==> src/rtl/bitcnt_arbiter.sv <==
// Round-robin arbiter sharing one registered CLZ/CTZ/POPCNT unit among NREQ
// valid/ready requesters; one operation in flight, response held until accepted.
module bitcnt_arbiter #(
  parameter  int NREQ = 4,
  localparam int IDW  = $clog2(NREQ)
) (
  input  logic              clk,
  input  logic              resetn,
  input  logic [NREQ-1:0]   req_valid,
  output logic [NREQ-1:0]   req_ready,
  input  logic [NREQ*64-1:0] req_data,
  input  logic [NREQ*3-1:0] req_func,
  output logic [NREQ-1:0]   rsp_valid,
  input  logic [NREQ-1:0]   rsp_ready,
  output logic [63:0]       rsp_data,
  output logic              rsp_err
);

  typedef enum logic [1:0] {IDLE, EXEC, RESP} state_t;

  state_t          state;
  logic [IDW-1:0]  rr_ptr;
  logic [IDW-1:0]  op_id;
  logic [63:0]     op_data;
  logic [2:0]      op_func;

  logic [63:0]     data_arr [NREQ];
  logic [2:0]      func_arr [NREQ];
  logic [IDW-1:0]  grant;
  logic [IDW-1:0]  rr_next;
  logic            grant_found;
  logic [IDW:0]    cand_sum;
  logic [IDW-1:0]  cand;

  logic [63:0]     unit_in;
  logic [6:0]      clz_cnt;
  logic [6:0]      ctz_cnt;
  logic [6:0]      pop_cnt;
  logic            ctz_found;
  logic [6:0]      cnt;
  logic            func_err;

  always_comb begin
    for (int unsigned i = 0; i < NREQ; i++) begin
      data_arr[i] = req_data[i*64 +: 64];
      func_arr[i] = req_func[i*3 +: 3];
    end
  end

  // Search starts at rr_ptr and wraps modulo NREQ without a power-of-two mask.
  always_comb begin
    grant_found = 1'b0;
    grant       = '0;
    cand_sum    = '0;
    cand        = '0;
    for (int unsigned i = 0; i < NREQ; i++) begin
      cand_sum = {1'b0, rr_ptr} + (IDW+1)'(i);
      if (cand_sum >= (IDW+1)'(NREQ))
        cand_sum = cand_sum - (IDW+1)'(NREQ);
      cand = cand_sum[IDW-1:0];
      if (!grant_found && req_valid[cand]) begin
        grant_found = 1'b1;
        grant       = cand;
      end
    end
  end

  assign rr_next = (grant == IDW'(NREQ - 1)) ? '0 : grant + IDW'(1);

  always_comb begin
    req_ready = '0;
    if (resetn && state == IDLE && grant_found)
      req_ready[grant] = 1'b1;
  end

  // 32-bit forms pad the low word with ones/zeros so a single 64-bit scan
  // yields the 32-bit result, including the zero-word cases (32).
  always_comb begin
    case (op_func)
      3'b001:  unit_in = {op_data[31:0], 32'hFFFF_FFFF};
      3'b011:  unit_in = {32'hFFFF_FFFF, op_data[31:0]};
      3'b101:  unit_in = {32'h0, op_data[31:0]};
      default: unit_in = op_data;
    endcase
    clz_cnt   = 7'd64;
    ctz_cnt   = 7'd64;
    pop_cnt   = '0;
    ctz_found = 1'b0;
    for (int unsigned i = 0; i < 64; i++) begin
      if (unit_in[i])
        clz_cnt = 7'd63 - 7'(i);
      if (!ctz_found && unit_in[i]) begin
        ctz_cnt   = 7'(i);
        ctz_found = 1'b1;
      end
      pop_cnt = pop_cnt + 7'(unit_in[i]);
    end
    case (op_func[2:1])
      2'b00:   cnt = clz_cnt;
      2'b01:   cnt = ctz_cnt;
      2'b10:   cnt = pop_cnt;
      default: cnt = '0;
    endcase
  end

  assign func_err = &op_func[2:1];

  always_ff @(posedge clk or negedge resetn) begin
    if (!resetn) begin
      state     <= IDLE;
      rr_ptr    <= '0;
      op_id     <= '0;
      op_data   <= '0;
      op_func   <= '0;
      rsp_valid <= '0;
      rsp_data  <= '0;
      rsp_err   <= 1'b0;
    end else begin
      case (state)
        IDLE: begin
          if (grant_found) begin
            op_data <= data_arr[grant];
            op_func <= func_arr[grant];
            op_id   <= grant;
            rr_ptr  <= rr_next;
            state   <= EXEC;
          end
        end
        EXEC: begin
          rsp_err          <= func_err;
          rsp_data         <= func_err ? '0 : {57'b0, cnt};
          rsp_valid        <= '0;
          rsp_valid[op_id] <= 1'b1;
          state            <= RESP;
        end
        RESP: begin
          if (rsp_ready[op_id]) begin
            rsp_valid <= '0;
            rsp_err   <= 1'b0;
            state     <= IDLE;
          end
        end
        default: state <= IDLE;
      endcase
    end
  end

  a_rsp_onehot: assert property (@(posedge clk) $onehot0(rsp_valid));

endmodule

==> config.mk <==
export PLATFORM = sky130hd
export DESIGN_NAME = bitcnt_arbiter
export DESIGN_NICKNAME = d
export VERILOG_FILES = /design/src/rtl/bitcnt_arbiter.sv
export SDC_FILE = /design/constraint.sdc
export NUM_CORES = 1
export LEC_CHECK = 0
export BUFFER_PORTS_ARGS = -buffer_cell sky130_fd_sc_hd__buf_2
export CAP_MARGIN = 20
export CORE_MARGIN = 2
export CORE_UTILIZATION = 45
export CTS_BUF_LIST = sky130_fd_sc_hd__clkbuf_4
export DETAILED_ROUTE_END_ITERATION = 10
export GPL_ROUTABILITY_DRIVEN = 1
export PLACE_DENSITY = 0.79
export RECOVER_POWER = 50
export SYNTH_ARGS = -nofsm -noshare
export SYNTH_HDL_FRONTEND = slang
export SYNTH_SLANG_ARGS = --single-unit
==> constraint.sdc <==
create_clock -name clk -period 7.07 [get_ports clk]
set_input_delay 0.707 -clock clk [delete_from_list [all_inputs] [get_ports clk]]
set_output_delay 0.707 -clock clk [all_outputs]
set_load 0.02 [all_outputs]
# Yosys cells after proc, flatten, opt, wreduce, memory -nomap -nowiden
# Index checks and enable logic that the tools add are counted.
[totals] reg_bits=142 input_bits=278 out_inout_bits=73 word_cells=481
[classes] add_sub_neg=71 magnitude_cmp=13 n_eq_ne=10 n_mux=235 bitwise=1 reduce_logical=143
[op_table] op="$mux W7" n=129
[op_table] op="$add A7 B1 Y7" n=57
[op_table] op="$pmux W64 S3" n=1
[op_table] op="$bmux W64 S2" n=1
[op_table] op="$mux W64" n=2
[op_table] op="$mux W1" n=75
[op_table] op="$logic_and A1 B1 Y1" n=70
[op_table] op="$logic_not A1 Y1" n=66
[op_table] op="$mux W2" n=11
[op_table] op="$pmux W7 S3" n=1
[op_table] op="$lt A2 B3 Y1 const B" n=6
[op_table] op="$ge A3 B3 Y1 const B" n=4
[op_table] op="$bmux W1 S2" n=5
[op_table] op="$mux W4" n=2
[op_table] op="$pmux W4 S2" n=1
[op_table] op="$reduce_and A2 Y1" n=4
[op_table] op="$sub A2 B1 Y2 const B" n=4
[op_table] op="$add A6 B1 Y7" n=1
[op_table] op="$add A2 B2 Y3 const B" n=2
[op_table] op="$add A5 B1 Y6" n=1
[op_table] op="$bmux W3 S2" n=1
[op_table] op="$eq A2 B2 Y1 const B" n=3
[op_table] op="$mux W3" n=2
[op_table] op="$pmux W2 S3" n=1
[op_table] op="other kinds (18)" n=23

# Depth between registers and ports, before layout
[depth] word_depth=194 ltp_mapped=30 ltp_nobuf=27

# Worst setup path before layout
# Ideal clock, no wire load.
[synth_timing] kind="flip-flop to flip-flop" startpoint="reg op_func[1]" endpoint="reg rsp_data[6]" arrival_time_ns=7.328 slack_ns=-0.395 stages_incl_launch_ff=28 n_path_buf=6 path_cell_list="dfrtp_1 > clkbuf_1 > buf_2 > buf_2 > nor3b_1 > buf_2 > buf_2 > buf_1 > nor2_1 > fa_1 > fa_1 > fa_1 > fa_1 > fa_1 > fa_1 > fa_1 > inv_1 > fa_1 > ha_1 > fa_1 > a21oi_1 > nor2_1 > nor2_1 > nor2b_1 > o21ai_0 > a21oi_1 > a41oi_1 > o21ai_0"
[synth_via] elab_chain_len=194 elab_cells_between_ends=390 classes_between="63 x add/sub; 5 x eq/ne; 194 x mux; 128 x reduce/logical"
[synth_rtl] element="from (decl)" line="25" source="logic [2:0] op_func;"
[synth_rtl] element="from (signal assigned)" line="123" source="op_func <= func_arr[grant];"
[synth_rtl] element="branches (longest 193 deep; another with $add A6 B1 Y7)"
[synth_rtl] element="$mux W7 (*)" line="131" source="rsp_data <= func_err ? '0 : {57'b0, cnt};"
[synth_rtl] element="to (signal assigned)" line="131"
[synth_rtl] element="to (decl)" line="15" source="output logic [63:0] rsp_data,"
# Mark *: on every way between the ends.
# A chain may end at the register's enable or synchronous reset.

# Final worst setup path
[layout_timing] startpoint="reg op_func[0]" endpoint="reg rsp_data[6]"
[layout_via] elab_chain_len=194 elab_cells_between_ends=386 classes_between="63 x add/sub; 3 x eq/ne; 194 x mux; 126 x reduce/logical"
[layout_rtl] element="$eq A3 B3 Y1, or another cell as far along" line="79" source="case (op_func)"
[layout_rtl] element="$pmux W64 S3 (*)" line="79"
[layout_rtl] element="branches (longest 190 deep; another with $add A6 B1 Y7)"
[layout_rtl] element="$pmux W7 S3 (*)" line="98" source="case (op_func[2:1])"
[layout_rtl] element="$mux W7 (*)" line="131"
# Marked as above.

==> key figures <==
Die
  – Initial Utilization: 45.9%
  – Chip Height: 153 um
  – Io pins: 351
  – Placeable Area: 21800 sq um
  – Die span in x: 153 um
  – Die area: 23500 sq um
  – # rows: 54

GRT
  – Overflow after GRT: 0
  – Vias in the first global route: 10600
  – Largest net degree at the start of global routing: 123
  – Initial antenna violation count: 1
  – Most Used Layer, Global Route: met2
  – Met3 usage: 6.80%
  – Met1 global-route usage: 39.4%
  – First-pass GRT wire length: 55.4 mm
  – Met2 usage: 46.8%
  – GRT Overall Usage: 29.7%

Worst setup path
  – Crit path max-delay cell type: fa_2
  – Worst Path Max Fanout: 6
  – Max incr delay on CP: 0.57 ns
  – Crit path arrival time: 7.22 ns
  – Crit Path Class: flip-flop to flip-flop
  – Worst EP required: 7.44 ns
  – Setup crit end kind: flip-flop
  – Top delay family on crit path: adder cells
  – Worst Setup Start Kind: flip-flop
  – Most Frequent Cell on Critical Path: fa_1
  – CP bufs+invs: 6

Min path
  – Min-delay worst type: flip-flop to flip-flop

Clock network
  – Clock Latency Late Sink: 0.49 ns
  – Worst-path clk slew: 0.15 ns
  – TritonCTS Buffers: 9
  – CTS tree: built
  – H-tree levels: 3
  – Clock Tree Buf Depth: 2
  – Root Driver: clkbuf_4
  – Clk sink count: 85

Cells and area
  – Final core occ: 56.0%
  – Nets: 2118
  – Area occupied by registers: 2130 sq um
  – Filler Cell Count: 2154
  – Area grow syn2layout: 22.0%
  – Layout cells sized above 1: 24.9%
  – Multi-input gate area: 7090 sq um

Place
  – Post-detail-place hpwl: 28.8 mm
  – Port Buffer Count: 293
  – Placer congestion estimate: 1.12

Timing
  – Max Slew Vio Count: 92
  – Worst-margin pin slew: 2.59 ns
  – Final period util: 96.9%
  – Final Hold Vio Count: 0
  – Max_slew headroom: -72.5%
  – Clk_skew: 0.0237 ns
  – FMAX: 146 MHz
  – Crit path time final: 6.85 ns
  – Finish-stage setup viols: 0

Yosys
  – Yosys reg bits: 85
  – Synth top area share: 21.2%
  – Synth area leader: dfrtp_1
  – Seq/Total Area, Yosys: 21.2%
  – Synth Flop Type: dfrtp_1
  – Post-synth cell types: 77
  – EDFF count, synth: 0
  – Yosys warning count: 0
  – Avg Cell Area, Syn: 6.81 sq um
  – Synth Instances: 1471
  – Async set-or-reset flop fraction in the synthesized netlist: 100%
  – Synth area leaders: dfrtp_1 (21%), nand2_1 (16%), fa_1 (11%)
  – Post-synth design cell area: 10000 sq um

Detailed routing
  – # DRC: 0
  – Vias per cell: 5.57
  – Iter 0 DRT Violations: 1241
  – Pre-antenna DRT Iters: 7
  – Detail Route Antenna Nets: 0
  – Via Count: 11400
  – Detailed-route wire length: 36.2 mm
  – WL/cell: 17.7 um

Job
  – Max-cap violation count: 2

Status
  – Failing checks: max-capacitance violations, max-slew violations
  – Status: finished with violations
final timing paths:
kind,slack [ns],cells past startpoint,from,to
setup / recovery,0.22,26,op_func[0]$_DFFE_PN0P_,rsp_data[6]$_DFFE_PN0P_
hold / removal,0.50,2,rsp_valid[2]$_DFFE_PN0P_,rsp_valid[2]$_DFFE_PN0P_
setup reg to reg,0.22,26,op_func[0]$_DFFE_PN0P_,rsp_data[6]$_DFFE_PN0P_
hold reg to reg,0.50,2,rsp_valid[2]$_DFFE_PN0P_,rsp_valid[2]$_DFFE_PN0P_
max in group asynchronous,2.89,2,resetn,op_data[42]$_DFFE_PN0P_
min in group asynchronous,0.84,1,resetn,op_id[1]$_DFFE_PN0P_
metrics by stage:
step / hold WS [ns] / cells / setup slack, ns / TNS [ns] / instance area (sq um)
floorplan: 0.411 / 1527 / 0.0537 / 0 / 10300
global placement: 0.455 / 2018 / 0.170 / 0 / 11800
detailed placement: 0.475 / 2018 / 0.0416 / 0 / 11800
CTS: 0.170 / 2034 / 0.0245 / 0 / 12000
global route: 0.536 / 2050 / -0.0274 / -0.0762 / 12200
finish: 0.501 / 2050 / 0.216 / 0 / 12200
Yosys cell counts, types with 5 or more instances:
| master | n |
|---|---|
| a2111oi_0 | 6 |
| a211oi_1 | 5 |
| a21oi_1 | 36 |
| a2bb2oi_1 | 17 |
| a31oi_1 | 7 |
| and3_1 | 7 |
| buf_1 | 18 |
| buf_2 | 8 |
| buf_4 | 59 |
| clkbuf_1 | 66 |
| dfrtp_1 | 85 |
| fa_1 | 54 |
| ha_1 | 22 |
| inv_1 | 91 |
| nand2_1 | 431 |
| nand2b_1 | 21 |
| nand3_1 | 101 |
| nand4_1 | 18 |
| nor2_1 | 90 |
| nor3_1 | 12 |
| nor4_1 | 14 |
| o211ai_1 | 13 |
| o21ai_0 | 153 |
| o21bai_1 | 6 |
| o22ai_1 | 5 |
| o2bb2ai_1 | 10 |
| o31ai_1 | 11 |
| or2_2 | 5 |
| or3_1 | 5 |
cell type report:
type / count / share of cell area (%)
clock inverter: 5 / 0.482
antenna: 1 / 0.0205
timing repair buffer: 379 / 17.5
tap: 280 / 2.87
clock buffer: 11 / 0.676
sequential: 85 / 17.4
inverter: 95 / 2.93
multi-input combinational: 1194 / 58.1
timing repair:
item | in CTS | in global routing
resized for setup | 0 | 24
buffers inserted | 0 | 13
endpoints found under the setup margin | 0 | 4
hold buffers | 0 | 0
registers in the layout, indices dropped and copies added (netlist names):
register   flops
op_data       64
rr_ptr         2
rsp_valid      4
op_id          2
state          2
op_func        3
rsp_err        1
rsp_data       7
tightest hold or removal path, stage by stage (launching register included):
cell and delay, ns:
dfrtp_1 0.37, nand2_1 0.05, o21ai_0 0.06
metal layers:
metal / up-vias / part of all wire, %
met1: 5246 / 40
met2: 609 / 45
met3: 111 / 10
li1: 5447 / -
met4: 0 / 4.8
met5: - / 0
logic make-up (layout without fill, tap and decap cells):
family          Yosys count  after routing  share of synthesized area (%)
compound gates          320            320                           20.5
xor+xnor                  4              4                          0.350
fa+ha+maj                76             76                           13.5
buf+inv                 249            490                           11.8
flops                    85             85                           21.2
mux                       2              2                          0.325
other cells               1             58                         0.0375
simple gates            734            735                           32.2
layout by cell type, fill, tap and decap left out, types with 5 or more instances in the layout:
cell	n
nand3_1	101
a2bb2oi_2	10
buf_2	292
conb_1	57
inv_2	5
nand4_1	18
nor4_1	14
inv_1	88
a2111oi_0	6
a2bb2oi_1	9
o211ai_1	13
o22ai_1	5
or3_1	5
and3_1	7
nor2_1	90
nand2_1	431
o21bai_1	6
o2bb2ai_1	5
or2_2	5
o21ai_0	151
fa_1	52
buf_4	80
dfrtp_1	85
nand2b_1	21
ha_1	21
o2bb2ai_2	5
nor3_1	12
o31ai_1	11
a21oi_1	35
a31oi_1	7
clkbuf_4	11
Power is left out: the tool's default activity adds up to more than one toggle a clock period on the data nets, which glitch-free logic cannot reach.
